### config.mk
export PLATFORM = sky130hd
export DESIGN_NAME = seq_detector_param
export DESIGN_NICKNAME = d
export VERILOG_FILES = /design/src/rtl/seq_det_pkg.sv /design/src/rtl/seq_det_sat_cnt.sv /design/src/rtl/seq_detector_param.sv
export SDC_FILE = /design/constraint.sdc
export NUM_CORES = 1
export LEC_CHECK = 0
export ABC_CLOCK_PERIOD_IN_PS = 2600
export BUFFER_PORTS_ARGS = -buffer_cell sky130_fd_sc_hd__buf_2
export CAP_MARGIN = 40
export CORE_MARGIN = 2
export CORE_UTILIZATION = 40
export DETAILED_ROUTE_END_ITERATION = 16
export GPL_ROUTABILITY_DRIVEN = 0
export PLACE_DENSITY = 0.61
export SYNTH_ARGS = -nofsm -noshare
export SYNTH_HDL_FRONTEND = slang
export SYNTH_SLANG_ARGS = --single-unit
### constraint.sdc
create_clock -name clk -period 2.6 [get_ports clk]
set_clock_uncertainty 0.1 [all_clocks]
set_input_delay 0.39 -clock clk [delete_from_list [all_inputs] [get_ports clk]]
set_output_delay 0.39 -clock clk [all_outputs]
set_load 0.01 [all_outputs]
### src/rtl/seq_det_pkg.sv
// Shared types and reset constants for the parametrised sequence detector.
// Reset configuration reproduces the legacy fixed 1101 overlapping detector.
package seq_det_pkg;

  localparam int SEQDET_MAX_W = 32;

  localparam int SEQDET_RST_PAT = 'b1101;
  localparam int SEQDET_RST_LEN = 4;
  localparam bit SEQDET_RST_OVL = 1'b1;

  typedef struct packed {
    logic [SEQDET_MAX_W-1:0] pattern;
    logic [7:0]              len;
    logic                    overlap;
  } seq_det_cfg_t;

  localparam seq_det_cfg_t SEQDET_RST_CFG = '{
    pattern: SEQDET_MAX_W'(SEQDET_RST_PAT),
    len:     8'(SEQDET_RST_LEN),
    overlap: SEQDET_RST_OVL
  };

  function automatic int unsigned seq_det_clamp(
    input int unsigned len,
    input int unsigned max_len
  );
    return (len > max_len) ? max_len : len;
  endfunction

endpackage

### src/rtl/seq_det_sat_cnt.sv
// Saturating event counter: holds at all-ones, sync clear wins over inc.
// Used for the optional match statistics.
module seq_det_sat_cnt #(
  parameter int CNT_W = 16
) (
  input  logic             clk,
  input  logic             rstn,
  input  logic             clr,
  input  logic             inc,
  output logic [CNT_W-1:0] cnt,
  output logic             sat
);

  assign sat = &cnt;

  // count up until all-ones, then hold
  always_ff @(posedge clk or negedge rstn) begin
    if (!rstn) begin
      cnt <= '0;
    end else if (clr) begin
      cnt <= '0;
    end else if (inc && !sat) begin
      cnt <= cnt + CNT_W'(1);
    end
  end

endmodule

### src/rtl/seq_detector_param.sv
// Run-time configurable serial pattern detector with one-cycle match pulse.
// Define SEQDET_CNT_EN to add the saturating match counter outputs.
module seq_detector_param
  import seq_det_pkg::*;
#(
  parameter int PAT_W = 8,
  parameter int LEN_W = $clog2(PAT_W + 1),
  parameter int CNT_W = 16
) (
  input  logic             clk,
  input  logic             rstn,
  input  logic             clr,
  input  logic             cfg_we,
  input  logic [PAT_W-1:0] cfg_pattern,
  input  logic [LEN_W-1:0] cfg_len,
  input  logic             cfg_overlap,
  input  logic             data_vld,
  input  logic             data_in,
  output logic             match
`ifdef SEQDET_CNT_EN
  ,
  output logic [CNT_W-1:0] match_cnt,
  output logic             cnt_sat
`endif
);

  localparam logic [PAT_W-1:0] RST_PAT =
    PAT_W'(SEQDET_RST_CFG.pattern);
  localparam logic [LEN_W-1:0] RST_LEN =
    LEN_W'(seq_det_clamp(32'(SEQDET_RST_CFG.len), PAT_W));
  localparam logic RST_OVL = SEQDET_RST_CFG.overlap;
  localparam logic [LEN_W-1:0] FILL_MAX = LEN_W'(PAT_W);

  logic [PAT_W-1:0] pat_q, pat_n;
  logic [LEN_W-1:0] len_q, len_n;
  logic             ovl_q, ovl_n;
  logic [PAT_W-1:0] sr_q, sr_n;
  logic [LEN_W-1:0] fill_q, fill_n;
  logic [LEN_W-1:0] fill_inc;
  logic [PAT_W-1:0] win, mask;
  logic             pat_ok, fill_ok, hit;
  logic             match_n;

  // window compare: low len_q bits of history+new bit against pattern
  always_comb begin
    mask = '0;
    win  = {sr_q[PAT_W-2:0], data_in};
    for (int i = 0; i < PAT_W; i++) begin
      mask[i] = (i < int'(len_q));
    end
    pat_ok   = (((win ^ pat_q) & mask) == '0);
    fill_ok  = (({1'b0, fill_q} + {{LEN_W{1'b0}}, 1'b1})
                >= {1'b0, len_q});
    hit      = (len_q != '0) && fill_ok && pat_ok;
    fill_inc = (fill_q == FILL_MAX) ? fill_q
                                    : fill_q + LEN_W'(1);
  end

  // next state: clr beats cfg_we beats data
  always_comb begin
    pat_n   = pat_q;
    len_n   = len_q;
    ovl_n   = ovl_q;
    sr_n    = sr_q;
    fill_n  = fill_q;
    match_n = 1'b0;
    if (clr) begin
      sr_n   = '0;
      fill_n = '0;
    end else if (cfg_we) begin
      pat_n  = cfg_pattern;
      len_n  = LEN_W'(seq_det_clamp(32'(cfg_len), PAT_W));
      ovl_n  = cfg_overlap;
      sr_n   = '0;
      fill_n = '0;
    end else if (data_vld) begin
      sr_n    = win;
      match_n = hit;
      fill_n  = (hit && !ovl_q) ? '0 : fill_inc;
    end
  end

  // configuration, history and match pulse registers
  always_ff @(posedge clk or negedge rstn) begin
    if (!rstn) begin
      pat_q  <= RST_PAT;
      len_q  <= RST_LEN;
      ovl_q  <= RST_OVL;
      sr_q   <= '0;
      fill_q <= '0;
      match  <= 1'b0;
    end else begin
      pat_q  <= pat_n;
      len_q  <= len_n;
      ovl_q  <= ovl_n;
      sr_q   <= sr_n;
      fill_q <= fill_n;
      match  <= match_n;
    end
  end

`ifdef SEQDET_CNT_EN
  seq_det_sat_cnt #(
    .CNT_W (CNT_W)
  ) u_cnt (
    .clk  (clk),
    .rstn (rstn),
    .clr  (clr),
    .inc  (match_n),
    .cnt  (match_cnt),
    .sat  (cnt_sat)
  );
`endif

endmodule

## Yosys cells after proc, flatten, opt, wreduce, memory -nomap -nowiden

Cells that the tools add are included.

- Equal/unequal tests: 2
- Reduce and logical (&&, ||, !) cells: 9
- $add $sub $neg: 2
- Magnitude comparators: 10
- Bitwise gates (word level): 3
- Mux-type cells: 12

Operators with widths:

| kind | count |
|---|---|
| 4-bit 2-to-1 mux | 6 |
| 7-bit 2-to-1 mux | 3 |
| 3-bit by 4-bit < comparator with 1-bit output, first input constant | 4 |
| 8-bit AND | 1 |
| 8-bit logical NOT | 1 |
| 1-bit by 4-bit < comparator with 1-bit output, first input constant | 2 |
| 2-bit by 4-bit < comparator with 1-bit output, first input constant | 2 |
| 8-bit XOR | 1 |
| 4-bit by 1-bit adder with 5-bit output, second input constant | 1 |
| 5-bit by 4-bit greater-or-equal comparator with 1-bit output | 1 |
| 4-bit by 1-bit adder with 4-bit output, second input constant | 1 |
| 4-bit == test, second input constant | 1 |
| 4-bit > comparator, second input constant | 1 |
| 4-bit by 3-bit inequality test with 1-bit output, second input constant | 1 |
| 2-bit AND reduction | 2 |
| 4-bit nonzero test | 1 |
| 1-bit logical AND | 3 |
| 1-bit 2-to-1 mux | 3 |
| 3-bit nonzero test | 1 |
| 1-bit logical NOT | 1 |
| 1-bit inverter | 1 |

- Input bits: 19
- Flip-flop bits (word level): 25
- Output and inout bits: 1
- Logic and storage cells: 44

## Logic depth before layout (Yosys ltp)

Gate-level depths: netlist of run 1.

- Depth in word-level cells: 9
- Gate-level depth with buffers: 8
- Mapped depth without buffers: 8

## Worst setup path after synthesis of run 1

OpenSTA, ideal clock, no wires.

- Path type: reg-to-reg
- Start point: register fill_q[0]
- End point: register fill_q[0]
- Required time: 2367 ps
- Path buffers: 0
- Stages on the path, launching flop included: 9
- Path slack: 598 ps
- Period minus slack after synthesis: 2002 ps
- Arrival time: 1769 ps
- Cells stage by stage: dfrtp_1 > ha_1 > xor2_1 > ha_1 > o21ai_0 > o21ai_0 > nand4_2 > a21boi_2 > o31ai_1

- Cells in the longest elaborated chain, start to end: 9

RTL lines:

| what | RTL line | source |
|---|---|---|
| from (decl) | seq_detector_param.sv:38 | `logic [LEN_W-1:0] fill_q, fill_n;` |
| from (signal assigned) | seq_detector_param.sv:97 | `fill_q <= fill_n;` |
| 4-bit by 1-bit adder with 5-bit output | seq_detector_param.sv:52 | `fill_ok = (({1'b0, fill_q} + {{LEN_W{1'b0}}, 1'b1})` |
| 5-bit by 4-bit greater-or-equal comparator with 1-bit output | seq_detector_param.sv:53 | `>= {1'b0, len_q});` |
| 1-bit logical AND (2 in series) | seq_detector_param.sv:54 | `hit = (len_q != '0) && fill_ok && pat_ok;` |
| 1-bit logical AND | seq_detector_param.sv:79 | `fill_n = (hit && !ovl_q) ? '0 : fill_inc;` |
| 4-bit 2-to-1 mux | seq_detector_param.sv:79 |  |
| 4-bit 2-to-1 mux | seq_detector_param.sv:76 | `end else if (data_vld) begin` |
| 4-bit 2-to-1 mux | seq_detector_param.sv:70 | `end else if (cfg_we) begin` |
| 4-bit 2-to-1 mux | seq_detector_param.sv:67 | `if (clr) begin` |

Several ways; a longest one is shown, not always the timed one. The select of a mux whose other input is x is not followed.
A chain may end at the register's enable or synchronous reset.

## Worst setup path in the final report of run 1

Same ends and word-level chain as after synthesis.

==> out/metrics.yaml, run 1 <==
worstPathCellList: "ha_1, xor2_1, ha_1, o21ai_0, o21ai_0, nand4_2, a21boi_2, o31ai_1"
die_area_sq_mm: 0.003866
cp_slowest_cell: "dfrtp_1"
drcViolationCount: 0
fin_crit_sh_pct: 84.85
crit_family: "compound AO/OA/AOI/OAI gates"
synth_warnings: 0
io_pins: 20
min_period_ns: 2.206
cts_hold_buf: 1
wl_um: 2481
grt.overflow.total: 0
cts_tree: "yes"
die_height_um: 62.18
maxSlewViolCount: 0
cts_root_buffer: "clkbuf_4"
synth.top_cell.area_share_pct: 36.97
finalHoldViolCount: 0
cp_max_fo: 5
antenna_found_initial: 0
syn_avg_cell_area_sq_um: 10.66
setup_ws_ns: 0.3938
post_cts_resized: 0
cts.htree.levels: 1
leakagePower_nw: 0.7101
critPathRequiredTime_ns: 2.70
ys_async_sr_fraction_pct: 100.0
clk_latency_ns: 0.31
vdd_drop_max_mv: 0.2253
rsz0062_at_grt: "no"
finalSetupTns_ns: 0
dp_hpwl_um: 1923
cts_buffers: 3
clock_path_buffers: 2
cts_setup_buffers: 0
synthToLayoutAreaGrowth_pct: 13.49
synth_top_cell_by_area: "dfrtp_1"
die_w_um: 62.18
tightest_slew_ns: 0.5555
drtIter0Drc: 47
dr_total_vias: 957
p_sw_share_pct: 27.70
placementRows: 21
yosys.cell_types.count: 32
critPathBufInv: 0
synth-edff-count: 0
clkPwrFrac_pct: 22.3
seqPwrFrac_pct: 59.0
hp-class: "primary input to flip-flop"
grt_start_max_net_pins: 26
p_int_mw: 0.5561
max-slew-margin-rel_pct: 62.97
seq_area_frac_synth_pct: 46.67
crit_arrival_ns: 2.31
timing.fmax_mhz: 453.3
initial_core_util_pct: 41.22
status: "complete, no violations"
setup_viol: 0
ys_seq_elements: 25
syn_inst: 127
dp_slack_ns: 0.4066
pwr-share-comb_pct: 18.7
synth_nets: 152
synthFlopType: "dfrtp_1"
drt-pass1-iter-count: 4
ant_nets: 0
cp-start-kind: "flip-flop"
design.core.area_sq_mm: 0.003284
clk_pin_slew_ns: 0.14
port_buffers: 19
power.density_mw_per_mm2: 500.6
max-cap-violations: 0
critPathMaxStageDelay_ns: 0.45
via_per_inst: 4.933
first_global_vias: 977
grt_pass1_wl_um: 4429
p_switching_mw: 0.2130
crit_type: "flip-flop to flip-flop"
nets: 174
crit_path_end_kind: "flip-flop"
track_usage_pct: 14.32
layout-drive-gt1-share_pct: 29.73
synth_area_leaders: "dfrtp_1, dfstp_2, mux2_2"
routedWlPerCell_um: 12.79
synth_area_sq_mm: 0.001354
diodes: 0
whs_ns: 0.1937
clock-sinks: 25
-- synth_stat cells, types with 2 or more instances --
| cell type | count |
|---|---|
| a21oi_1 | 4 |
| clkbuf_1 | 3 |
| dfrtp_1 | 20 |
| dfstp_2 | 5 |
| ha_1 | 6 |
| inv_1 | 6 |
| mux2_2 | 9 |
| mux2i_1 | 7 |
| nand2_1 | 6 |
| nand2b_1 | 2 |
| nand3_1 | 3 |
| nand3b_1 | 3 |
| nor2_1 | 12 |
| nor2b_1 | 3 |
| nor3_1 | 2 |
| o21ai_0 | 10 |
| o31ai_1 | 3 |
| xnor2_1 | 4 |
| xor2_1 | 6 |
-- metal layers --
metal / global-route usage, % / wire [um]
met1: 17.62 / 1157
met4: 5.833 / 24
met5: 0 / 0
met2: 25.41 / 1246
met3: 1.812 / 52
-- cell families (layout without fill, tap and decap cells) --
kind of cell             after synthesis  in the layout  share of synthesized area, %
adder cells (fa/ha/maj)                6              6                         5.545
multiplexers                          16             16                         12.66
buffers and inverters                 10             31                         2.772
AND/OR/NAND/NOR                       36             36                         14.05
AO/OA/AOI/OAI                         24             24                         11.83
flip-flops                            25             25                         46.67
XOR/XNOR                              10             10                         6.469
-- per-stage QoR --
step	utilization [%]	instance area, sq um	std cells	power [mW]
6_report	46.78	1536	194	0.7691
2_1_floorplan	-	1354	127	0.5575
3_3_place_gp	45.64	1499	189	0.6034
3_5_place_dp	45.64	1499	189	0.6073
4_1_cts	46.78	1536	194	0.7823
5_1_grt	46.78	1536	194	0.8175
-- state kept, by name (all words and copies together) (netlist names) --
name	cells
pat_q	8
sr_q	7
fill_q	4
len_q	4
match	1
ovl_q	1
-- worst paths after layout --
path                            slack, ns   endpoint  depth (start not counted)           start
worst max-delay path                 0.39  fill_q[0]                          8       fill_q[0]
worst min-delay path                 0.19   pat_q[5]                          2  cfg_pattern[5]
worst max register to register       0.39  fill_q[0]                          8       fill_q[0]
worst min register to register       0.45   pat_q[7]                          1        pat_q[7]
max in group asynchronous            1.53   pat_q[3]                          2            rstn
min in group asynchronous            0.49   len_q[0]                          2            rstn
-- cell usage in the layout, fill, tap and decap left out, types with 3 or more instances in the layout --
cell	n
nand3b_1	3
mux2_2	9
inv_1	6
xor2_1	6
nand2_1	6
nor2_1	12
xnor2_1	4
clkbuf_4	3
mux2i_1	7
dfrtp_1	20
o21ai_0	10
buf_2	19
a21oi_1	4
o31ai_1	3
nand3_1	3
nor2b_1	3
dfstp_2	5
ha_1	6
-- cell type report --
| type | instances | area (sq um) |
|---|---|---|
| clock buffer | 3 | 22.52 |
| clock inverter | 1 | 5.005 |
| fill | 323 | 1748 |
| inverter | 6 | 22.52 |
| multi-input combinational | 92 | 684.4 |
| sequential | 25 | 631.9 |
| tap | 46 | 57.56 |
| timing repair buffer | 21 | 112.6 |
-- power groups by stage --
stage / Sequential [mW] / Combinational (mW) / Clock [mW]
6_report: 0.454 / 0.143 / 0.172
5_1_grt: 0.460 / 0.164 / 0.194
4_1_cts: 0.455 / 0.147 / 0.181
3_5_place_dp: 0.462 / 0.145 / 0
3_3_place_gp: 0.461 / 0.143 / 0
2_1_floorplan: 0.454 / 0.104 / 0
Power figures use the tool's default switching activity.
==> run 2: changes to the inputs <==
Settings changed: ABC_CLOCK_PERIOD_IN_PS 2600 to 2300.
Clock period 2.6 ns to 2.3 ns, I/O delays scaled along.
==> run 2 against run 1 <==
Sequential share of layout area is 0.27 points lower; power grew 13%; routed wire length rose by 1.4%; first-iteration DRC count fell by 11%; via count grew 0.21%; global-route usage is the same; non-clock buffer count increased by 1; utilization rose by 0.30 points; design area grew 0.65%; sequential power grew 13%; register-to-register slack worse by 0.20 ns; critical path depth is the same; critical path type unchanged.
==> out/metrics.yaml, run 2 (same netlist as run 1, synthesis figures left out) <==
max-slew-margin-rel_pct: 61.83  # was 62.97%
synthToLayoutAreaGrowth_pct: 14.23  # was 13.49%
diodes: 0  # unchanged
timing.fmax_mhz: 475.8  # was 453.3 MHz
dpl-instance-area_sq_mm: 0.001499  # unchanged
worstPathCellList: "ha_2, xor2_1, ha_1, o21ai_0, o21ai_1, nand4_2, a21boi_2, o31ai_1"  # was ha_1, xor2_1, ha_1, o21ai_0, o21ai_0, nand4_2, a21boi_2, o31ai_1
clock_path_buffers: 2  # unchanged
status: "complete, no violations"  # unchanged
crit_type: "flip-flop to flip-flop"  # unchanged
tightest_slew_ns: 0.5726  # was 0.5555 ns
clk_pin_slew_ns: 0.14  # about the same
io_pins: 20  # unchanged
vdd_drop_max_mv: 0.2547  # was 0.2253 mV
die_w_um: 62.18  # unchanged
final_common_cell: "dfrtp_1"  # unchanged
routedWlPerCell_um: 12.90  # was 12.79 um
die_area_sq_mm: 0.003866  # unchanged
initial_core_util_pct: 41.22  # unchanged
r2r_slack_ns: 0.20  # was 0.39 ns
cp_slowest_cell: "dfrtp_1"  # unchanged
worstHoldPathCells: 2  # unchanged
track_usage_pct: 14.32  # unchanged
cp_max_fo: 5  # unchanged
design.core.area_sq_mm: 0.003284  # unchanged
placementRows: 21  # unchanged
antenna_found_initial: 0  # unchanged
drcViolationCount: 0  # unchanged
whs_ns: 0.1489  # was 0.1937 ns
max-cap-violations: 0  # unchanged
cts_buffers: 3  # unchanged
critPathRequiredTime_ns: 2.40  # was 2.70 ns
largest_reg_flops: 8  # unchanged
drtIter0Drc: 42  # was 47
fillers: 322  # was 323
fin_crit_sh_pct: 91.39  # was 84.85%
cts_tree: "yes"  # unchanged
cts.htree.levels: 1  # unchanged
leakagePower_nw: 0.7104  # was 0.7101 nW
grt_pass1_wl_um: 4429  # unchanged
setup_viol: 0  # unchanged
cp-start-kind: "flip-flop"  # unchanged
multi_input_area_sq_um: 686.9  # was 684.4 sq um
clock-sinks: 25  # unchanged
grt_start_max_net_pins: 26  # unchanged
rsz0062_at_grt: "no"  # unchanged
port_buffers: 19  # unchanged
finalHoldViolCount: 0  # unchanged
nets: 175  # was 174
via_per_inst: 4.918  # was 4.933
first_global_vias: 977  # unchanged
finalSetupTns_ns: 0  # unchanged
layout-drive-gt1-share_pct: 30.87  # was 29.73%
clk_latency_ns: 0.31  # about the same
min_period_ns: 2.102  # was 2.206 ns
die_height_um: 62.18  # unchanged
r2r_cells: 8  # unchanged
ant_nets: 0  # unchanged
critPathMaxStageDelay_ns: 0.45  # about the same
cts_root_buffer: "clkbuf_4"  # unchanged
wl_um: 2516  # was 2481 um
drt-pass1-iter-count: 4  # unchanged
maxSlewViolCount: 0  # unchanged
power.density_mw_per_mm2: 564.3  # was 500.6 mW/mm^2
largestRegisters: "pat_q: 8 flops, sr_q: 7 flops"  # unchanged
final_cell_mix: "dfrtp_1, buf_2, nor2_1"  # unchanged
crit_path_end_kind: "flip-flop"  # unchanged
dp_hpwl_um: 1923  # unchanged
fin_area_sq_mm: 0.001546  # was 0.001536 sq mm
crit_arrival_ns: 2.21  # was 2.31 ns
ff_latch_area_sq_um: 631.9  # unchanged
top_register: "pat_q"  # unchanged
hp-class: "primary input to flip-flop"  # unchanged
grt.overflow.total: 0  # unchanged
dr_total_vias: 959  # was 957
## run 2: cell type report
type | count | area share, %
Inverter | 6 | 1.456
Tap cell | 46 | 3.722
Multi-Input combinational cell | 92 | 44.42
Sequential cell | 25 | 40.86
Timing Repair Buffer | 22 | 7.767
Clock buffer | 3 | 1.456
Clock inverter | 1 | 0.3236
## run 2: routing by layer
layer  wire length (um)  GRT usage [%]
met5                  0              0
met4                 24          5.833
met3                 55          1.812
met2               1247          25.41
met1               1189          17.62
## run 2: path summary, 6_finish.rpt
check,endpoint,startpoint
worst min register to register,pat_q[7],pat_q[7]
max in group asynchronous,len_q[2],rstn
worst max-delay path,fill_q[0],fill_q[0]
min in group asynchronous,fill_q[1],rstn
worst max register to register,fill_q[0],fill_q[0]
worst min-delay path,pat_q[5],cfg_pattern[5]
## run 2: where the power goes
part / internal (mW) / switching [mW]
Combinational: 0.0825 / 0.0824
Clock: 0.0650 / 0.129
Sequential: 0.483 / 0.0312
## run 2: critical path, delay by kind of cell (launching register included)
kind,cells,cell delay [ns]
AO/OA/AOI/OAI,4,0.57
XOR/XNOR,1,0.17
flip-flops,1,0.45
AND/OR/NAND/NOR,1,0.20
adder cells (fa/ha/maj),2,0.52
## run 2: timing repair
action,4_1_cts,5_1_grt
gates resized for setup,0,2
hold endpoints to repair,20,0
hold buffers,1,0
setup buffers,0,1
setup endpoints to repair,0,4
## run 2: metrics by stage
step                      power, mW  setup WS (ns)  utilization [%]  instances
after detailed placement     0.6865         0.1066            45.64        189
after floorplan              0.6302         0.2979                -        127
after global routing         0.9269        0.02107            47.09        195
after global placement       0.6821         0.2048            45.64        189
final                        0.8727         0.1981            47.09        195
after CTS                    0.8843        0.08598            46.78        194
